[config.mk]
export PLATFORM = sky130hd
export DESIGN_NAME = unidad_busqueda
export DESIGN_NICKNAME = d
export VERILOG_FILES = /design/src/rtl/unidad_busqueda_pkg.sv /design/src/rtl/unidad_busqueda_calc_siguiente_pc.sv /design/src/rtl/unidad_busqueda.sv
export SDC_FILE = /design/constraint.sdc
export NUM_CORES = 1
export LEC_CHECK = 0
export CAP_MARGIN = 5
export CORE_ASPECT_RATIO = 1.25
export CORE_MARGIN = 2
export CORE_UTILIZATION = 35
export DETAILED_ROUTE_END_ITERATION = 12
export PLACE_DENSITY = 0.89
export SYNTH_ARGS = -nofsm -noshare
export SYNTH_HDL_FRONTEND = slang
export SYNTH_SLANG_ARGS = --single-unit
export TNS_END_PERCENT = 30
[constraint.sdc]
create_clock -name clk -period 1.92 [get_ports clk]
set_input_delay 0.192 -clock clk [delete_from_list [all_inputs] [get_ports clk]]
set_output_delay 0.192 -clock clk [all_outputs]
set_load 0.005 [all_outputs]
[src/rtl/unidad_busqueda_pkg.sv]
// Processor-wide definitions shared by the fetch stage and its next-PC logic.
package unidad_busqueda_pkg;

  localparam int unsigned ROM_DEPTH_DEF = 32;
  localparam int unsigned INSTR_W       = 32;
  localparam int unsigned OPC_W         = 6;

  localparam logic [OPC_W-1:0]   OPC_JUMP = 6'b111110;
  localparam logic [OPC_W-1:0]   OPC_LW   = 6'b100011;
  localparam logic [OPC_W-1:0]   OPC_SW   = 6'b101011;
  localparam logic [INSTR_W-1:0] NOP_WORD = 32'h0000_0000;

  typedef enum logic {
    ARRANQUE = 1'b0,
    CORRE    = 1'b1
  } estado_t;

  // How the PC moves this cycle.
  typedef enum logic [1:0] {
    K_SEQ   = 2'd0,
    K_JUMP  = 2'd1,
    K_HOLD  = 2'd2,
    K_REDIR = 2'd3
  } kind_t;

endpackage

[src/rtl/unidad_busqueda_calc_siguiente_pc.sv]
// Combinational next-PC selection: redirect > stall > local jump > sequential.
module calc_siguiente_pc
  import unidad_busqueda_pkg::*;
#(
  parameter int unsigned ROM_DEPTH = ROM_DEPTH_DEF,
  parameter int unsigned PC_W      = 32
) (
  input  logic [PC_W-1:0]    pc,
  input  logic [INSTR_W-1:0] instru,
  input  logic               stall,
  input  logic               redirect,
  input  logic [PC_W-1:0]    redirect_target,
  output logic [PC_W-1:0]    pc_next,
  output kind_t              kind
);

  localparam logic [PC_W-1:0] MASK = PC_W'(ROM_DEPTH - 1);

  logic [PC_W-1:0] w_pc_plus1;
  logic [PC_W-1:0] w_imm_sext;
  logic            w_is_jump;
  logic            w_unused_bits;

  assign w_pc_plus1    = pc + PC_W'(1);
  assign w_imm_sext    = {{(PC_W-16){instru[15]}}, instru[15:0]};
  assign w_is_jump     = (instru[31:26] == OPC_JUMP);
  assign w_unused_bits = ^instru[25:16];

  // Priority mux; every result is folded into the ROM address range.
  always_comb begin
    pc_next = pc;
    kind    = K_SEQ;
    if (redirect) begin
      pc_next = redirect_target & MASK;
      kind    = K_REDIR;
    end else if (stall) begin
      pc_next = pc;
      kind    = K_HOLD;
    end else if (w_is_jump) begin
      pc_next = (w_pc_plus1 + w_imm_sext) & MASK;
      kind    = K_JUMP;
    end else begin
      pc_next = w_pc_plus1 & MASK;
      kind    = K_SEQ;
    end
  end

endmodule

[src/rtl/unidad_busqueda.sv]
// Instruction-fetch stage: PC register, IF/ID pipeline register, fetch counter.
module unidad_busqueda
  import unidad_busqueda_pkg::*;
#(
  parameter int unsigned ROM_DEPTH = ROM_DEPTH_DEF,
  parameter int unsigned PC_W      = 32
) (
  input  logic               clk,
  input  logic               reset,
  input  logic [INSTR_W-1:0] instru,
  output logic [PC_W-1:0]    direinstru,
  input  logic               stall,
  input  logic               redirect,
  input  logic [PC_W-1:0]    redirect_target,
  output logic [INSTR_W-1:0] if_id_instr,
  output logic [PC_W-1:0]    if_id_pc,
  output logic [PC_W-1:0]    if_id_pc_plus1,
  output logic               if_id_valid,
  output logic [31:0]        fetch_count
);

  localparam logic [PC_W-1:0] MASK = PC_W'(ROM_DEPTH - 1);

  estado_t             r_state, w_state_next;
  logic [PC_W-1:0]     r_pc, w_pc_next;
  logic [INSTR_W-1:0]  w_instr_next;
  logic [PC_W-1:0]     w_ifpc_next, w_plus1_next;
  logic                w_valid_next;
  logic [31:0]         w_count_next;
  logic [PC_W-1:0]     w_pc_calc;
  kind_t               w_kind;
  logic                w_running;

  // Stall/redirect are only honoured once running; the first edge is a plain fetch of 0.
  assign w_running = (r_state == CORRE);

  calc_siguiente_pc #(
    .ROM_DEPTH (ROM_DEPTH),
    .PC_W      (PC_W)
  ) u_calc (
    .pc              (r_pc),
    .instru          (instru),
    .stall           (stall & w_running),
    .redirect        (redirect & w_running),
    .redirect_target (redirect_target),
    .pc_next         (w_pc_calc),
    .kind            (w_kind)
  );

  // ROM address held at 0 during reset so the ROM sees a stable address.
  assign direinstru = reset ? '0 : r_pc;

  // Next-state and IF/ID update selection.
  always_comb begin
    w_state_next = r_state;
    w_pc_next    = r_pc;
    w_instr_next = if_id_instr;
    w_ifpc_next  = if_id_pc;
    w_plus1_next = if_id_pc_plus1;
    w_valid_next = if_id_valid;
    w_count_next = fetch_count;

    unique case (r_state)
      ARRANQUE: w_state_next = CORRE;
      CORRE:    w_state_next = CORRE;
      default:  w_state_next = ARRANQUE;
    endcase

    unique case (w_kind)
      K_REDIR: begin
        w_pc_next    = w_pc_calc;
        w_instr_next = NOP_WORD;
        w_ifpc_next  = '0;
        w_plus1_next = PC_W'(1);
        w_valid_next = 1'b0;
      end
      K_HOLD: begin
        w_pc_next = r_pc;
      end
      default: begin
        w_pc_next    = w_pc_calc;
        w_instr_next = instru;
        w_ifpc_next  = r_pc;
        w_plus1_next = (r_pc + PC_W'(1)) & MASK;
        w_valid_next = 1'b1;
        w_count_next = fetch_count + 32'd1;
      end
    endcase
  end

  // State, PC and IF/ID registers with synchronous reset.
  always_ff @(posedge clk) begin
    if (reset) begin
      r_state        <= ARRANQUE;
      r_pc           <= '0;
      if_id_instr    <= NOP_WORD;
      if_id_pc       <= '0;
      if_id_pc_plus1 <= PC_W'(1);
      if_id_valid    <= 1'b0;
      fetch_count    <= 32'd0;
    end else begin
      r_state        <= w_state_next;
      r_pc           <= w_pc_next;
      if_id_instr    <= w_instr_next;
      if_id_pc       <= w_ifpc_next;
      if_id_pc_plus1 <= w_plus1_next;
      if_id_valid    <= w_valid_next;
      fetch_count    <= w_count_next;
    end
  end

endmodule

# [Word-level counts from Yosys, hierarchy flattened]
# Cells that the tools add are included.
[classes] addsub=3 n_eq_ne=4 muxes=12 bitwise=3 reduce_logical=2
[ops] operator="case mux 32 bit (2 select lines)" count=3
[ops] operator="two-way mux 32 bit" count=3
[ops] operator="adder 32 x 1 -> 32 bit (second input constant)" count=1
[ops] operator="== test 6 bit (second input constant)" count=1
[ops] operator="adder 5 x 1 -> 5 bit (second input constant)" count=1
[ops] operator="adder 5 bit" count=1
[ops] operator="two-way mux 5 bit" count=1
[ops] operator="== test 2 bit (second input constant)" count=2
[ops] operator="two-way mux 2 bit" count=2
[ops] operator="AND 1 bit" count=2
[ops] operator="two-way mux 1 bit" count=2
[ops] operator="!= test 2 bit (second input constant)" count=1
[ops] operator="case mux 1 bit (2 select lines)" count=1
[ops] operator="AND reduction 2 bit" count=1
[ops] operator="OR reduction 2 bit" count=1
[ops] operator="inverter 1 bit" count=1
[word_totals] regBits=162 in_bits=68 output_inout_bits=161 wordCells=31

# [Depth between registers and ports, before layout]
[depth] ltp_word=7 depth_mapped=8 mapped_depth_nobuf=8

# [Hierarchy]
# From an unflattened synthesis, not the netlist that was laid out.
[unflattened] cells_unflattened=642 area_unflattened_um2=5856.9
[modules_own_cells] mod="unidad_busqueda" instances=1 cells_per_inst=556 area_each_um2=5252.5 seq_area_each_um2=2702.6
[modules_own_cells] mod="calc_siguiente_pc" instances=1 cells_per_inst=86 area_each_um2=604.3 seq_area_each_um2=0.0

# [Least setup slack after synthesis]
# OpenSTA, ideal clock, no wires.
[synth_path] kind="reg2reg" start="register r_pc[0]" end="register r_pc[4]" setup_time_ps=92 t_arrival_ps=1920 required_time_ps=1828 path_slack_ps=-92 path_stages_with_launch=8 path_buffers=0 period_less_slack_ps=2012 cell_sequence="dfxtp_1 > ha_1 > fa_1 > a21o_1 > a21oi_1 > xnor2_1 > and3_1 > o32ai_1"
[synth_via] elab_chain_cells=5
[synth_lines] item="start, declared" line="unidad_busqueda.sv:25" source="logic [PC_W-1:0] r_pc, w_pc_next;"
[synth_lines] item="start signal, assigned" line="unidad_busqueda.sv:103" source="r_pc <= w_pc_next;"
[synth_lines] item="adder 5 x 1 -> 5 bit *" line="unidad_busqueda_calc_siguiente_pc.sv:24" source="assign w_pc_plus1 = pc + PC_W'(1);"
[synth_lines] item="adder 5 bit" line="unidad_busqueda_calc_siguiente_pc.sv:40" source="pc_next = (w_pc_plus1 + w_imm_sext) & MASK;"
[synth_lines] item="two-way mux 5 bit *" line="unidad_busqueda_calc_siguiente_pc.sv:39" source="end else if (w_is_jump) begin"
[synth_lines] item="two-way mux 32 bit *" line="unidad_busqueda_calc_siguiente_pc.sv:36" source="end else if (stall) begin"
[synth_lines] item="two-way mux 32 bit *" line="unidad_busqueda_calc_siguiente_pc.sv:33" source="if (redirect) begin"
# Every way passes the cells marked *; elsewhere a longest branch is shown, timed or not. The select of a mux whose other input is x is not followed.
# A chain may end at the register's enable or synchronous reset.

# [Final worst setup path]
# Same ends and word-level chain as after synthesis.

==> run_results.csv <==
group,metric,value,unit
pwr,p_per_area,785.6,nW/µm²
cts,cts_buffer_depth,2,
route,avgViaCountPerCell,4.738,
place,gp_congestion,0.8234,
sta,finalCritPeriodShare,101.4,%
route,routed_wl,10620,µm
floorplanning,io_pins,229,
route,dr.pass1.iters,4,
synth,synth_xor_area_share,7.165,%
global_routing,grt_remaining_overflow,0,
synth,yosysMostFrequentCell,"buf_4",
global_routing,grt_pass1_vias,3163,
pwr,sequentialPowerShare,40.0,%
floorplanning,die_h,124.0,µm
sta,setup_ws,-0.02710,ns
route,antenna_left,0,
global_routing,grt_max_degree,48,
layout,drive_gt1_share,13.48,%
pwr,peakVddDrop,420.5,µV
cts,numClockSinks,81,
route,vias,3487,
sta,maxSlewHeadroom,65.12,%
synth,synth-edff-count,0,
synth,yosys.area.top_type,"dfxtp_1",
place,pre_cts_ws,-0.3784,ns
setup_path,cp_num_buf_inv,1,
layout,final_cell_area,5729,µm²
sta,fin_worst_skew,0.007715,ns
synth,synth_area,4034,µm²
synth,synth_fa_ha_area_share,2.667,%
synth,synth_top_family_by_area,"buffers and inverters",
synth,synth_simple_gate_area_share,18.21,%
sta,finalHoldViolations,0,
route,drt_iter0_drc,101,
synth,synth_compound_area_share,12.47,%
route,drc_errors,0,
place,dpl-instance-area,5248,µm²
cts,root_buffer,"clkbuf_16",
sta,slew_viol_final,0,
global_routing,globalRouteMet3Util,4.938,%
floorplanning,start_util,36.05,%
pwr,sw_frac_of_total,23.85,%
cts,cts_inserted_buffers,9,
global_routing,grt_usage,16.50,%
setup_path,cp.arrival,2.19,ns
pwr,p_int,3428,µW
setup_path,cp.required,2.17,ns
synth,synth.area.mux_share,0.7444,%
sta,tns,-0.02710,ns
place,place.port_buffers,120,
route,drt-wirelength-per-cell,14.43,µm
place,dp_hpwl,7634,µm
setup_path,crit_type,"reg2reg",
synth,synth_cells,454,
floorplanning,core_region_area,11190,µm²
setup_path,critPathLaunchType,"register",
sta,fin_crit,1.947,ns
setup_path,slowest_delay,0.37,ns
global_routing,met2_usage,28.72,%
layout,syn_to_final_growth,42.03,%
sta,clock.fmax,513.6,MHz
cts,cts_tree,"yes",
run_status,violations,"setup timing",
pwr,power,4501,µW
global_routing,use_met1,18.86,%
synth,synth_area_leaders,"dfxtp_1, buf_4, a22oi_1, nor2_1, xnor2_1",
floorplanning,dieArea,12410,µm²
sta,setup_viol,1,
sta,rsz0062_at_grt,"yes",
global_routing,busiest_layer,"met2",
setup_path,cp_common_cell,"xnor2_2",
setup_path,end_kind,"register",
cts,hold_buffers,0,
cts,clkTransAtPathRegs,0.07,ns
setup_path,slowest_stage,"dfxtp_4",
synth,synth_warnings,0,
setup_path,path_cells,"buf_4 -> nand3_1 -> xnor2_2 -> ha_4 -> a21oi_4 -> xnor2_2 -> and3_4 -> o32ai_2",
run_status,status,"finished with violations",
pwr,power_frac_clock,44.8,%
layout,diodes,0,
synth,async_flop_share,0,%
global_routing,antenna_found_initial,0,
pwr,combPwrFrac,15.2,%
pwr,power.switching,1073,µW
cts,clk_latency,0.34,ns
synth,synth_ff_type,"dfxtp_1",
cts,htreeDepth,3,
sta,hold_slack,0.2866,ns
floorplanning,num_rows,43,
setup_path,critPathTopFamily,"compound AO/OA/AOI/OAI gates",
floorplanning,die_w,100.0,µm
global_routing,grt_pass1_wl,15960,µm
synth,syn_area_per_cell,8.885,µm²
setup_path,critical_path.max_fanout,4,
synth,yosysSeqAreaShare,40.20,%
run,drv_cap,0,
synth,synth_seq_cells,81,
synth,synth_top_area_share,40.20,%
layout,fin_nets,672,
synth,synth_common_cells,"buf_4, dfxtp_1, nor2_1",
worst_hold_path,hp-class,"in2reg",
sta,tightest_slew,0.5231,ns
synth,yosysUniqueCellTypes,47,
pwr,p_leak,0.002278,µW
-- power groups by stage --
stage	logic, µW	registers, µW	clock network (µW)
global placement	600	1830	0
floorplan	395	1840	0
global route	748	1810	2120
finish	685	1800	2020
CTS	633	1800	2050
detailed placement	610	1830	0
-- flip-flops by register name (all words and copies together), names as in the netlist --
signal and flops:
r_state 1, if_id_valid 1, if_id_pc 5, r_pc 5, if_id_instr 32, if_id_pc_plus1 5, fetch_count 32
-- what timing repair did --
action	CTS	global route
buffers inserted	0	1
pin swaps	3	4
setup endpoints to repair	1	2
cloned	0	0
resized for setup	10	11
-- layer usage --
| layer | vias to the layer above | part of all wire [%] |
|---|---|---|
| met5 | - | 0 |
| met4 | 0 | 1.7 |
| met3 | 16 | 7.1 |
| met2 | 163 | 52 |
| met1 | 1631 | 39 |
| li1 | 1677 | - |
-- cell usage in the layout (no fill, tap or decap), types with 5 or more instances in the layout --
cell | synthesis | layout
a21oi_1 | 11 | 9
a22oi_1 | 40 | 40
buf_4 | 82 | 31
clkbuf_16 | 0 | 9
clkdlybuf4s50_1 | 0 | 119
conb_1 | 1 | 81
dfxtp_1 | 81 | 78
nand2_1 | 18 | 17
nand3_1 | 14 | 14
nand4_1 | 9 | 9
nor2_1 | 73 | 72
nor4_1 | 7 | 7
o21ai_0 | 5 | 5
xnor2_1 | 17 | 15
xor2_1 | 16 | 14
-- cell families after synthesis --
group | count (synthesis)
AO/OA/AOI/OAI | 70
AND/OR/NAND/NOR | 151
flip-flops | 81
XOR/XNOR | 33
other | 1
adder cells (fa/ha/maj) | 8
multiplexers | 3
buffers and inverters | 107
-- cell type report --
class,instances,area (µm²)
fill,1014,5461
multi-input combinational,346,2100
sequential,81,1628
timing repair buffer,153,1460
clock buffer,10,239.0
tap,135,168.9
clock inverter,6,115.1
inverter,5,18.77
-- metrics by stage --
step | std cells | util, %
2_1_floorplan | 534 | -
3_5_place_dp | 719 | 46.89
5_1_grt | 736 | 51.20
4_1_cts | 735 | 50.49
6_report | 736 | 51.20
3_3_place_gp | 719 | 46.89
-- path summary, 6_finish.rpt --
check                                  from     endpoint  slack (ns)  cells after the start
worst max register to register      r_pc[0]      r_pc[4]       -0.03                      8
worst max-delay path                r_pc[0]      r_pc[4]       -0.03                      8
worst min register to register  if_id_pc[0]  if_id_pc[0]        0.46                      2
worst min-delay path                  reset  if_id_pc[1]        0.29                      2
(Power assumes the default switching activity.)
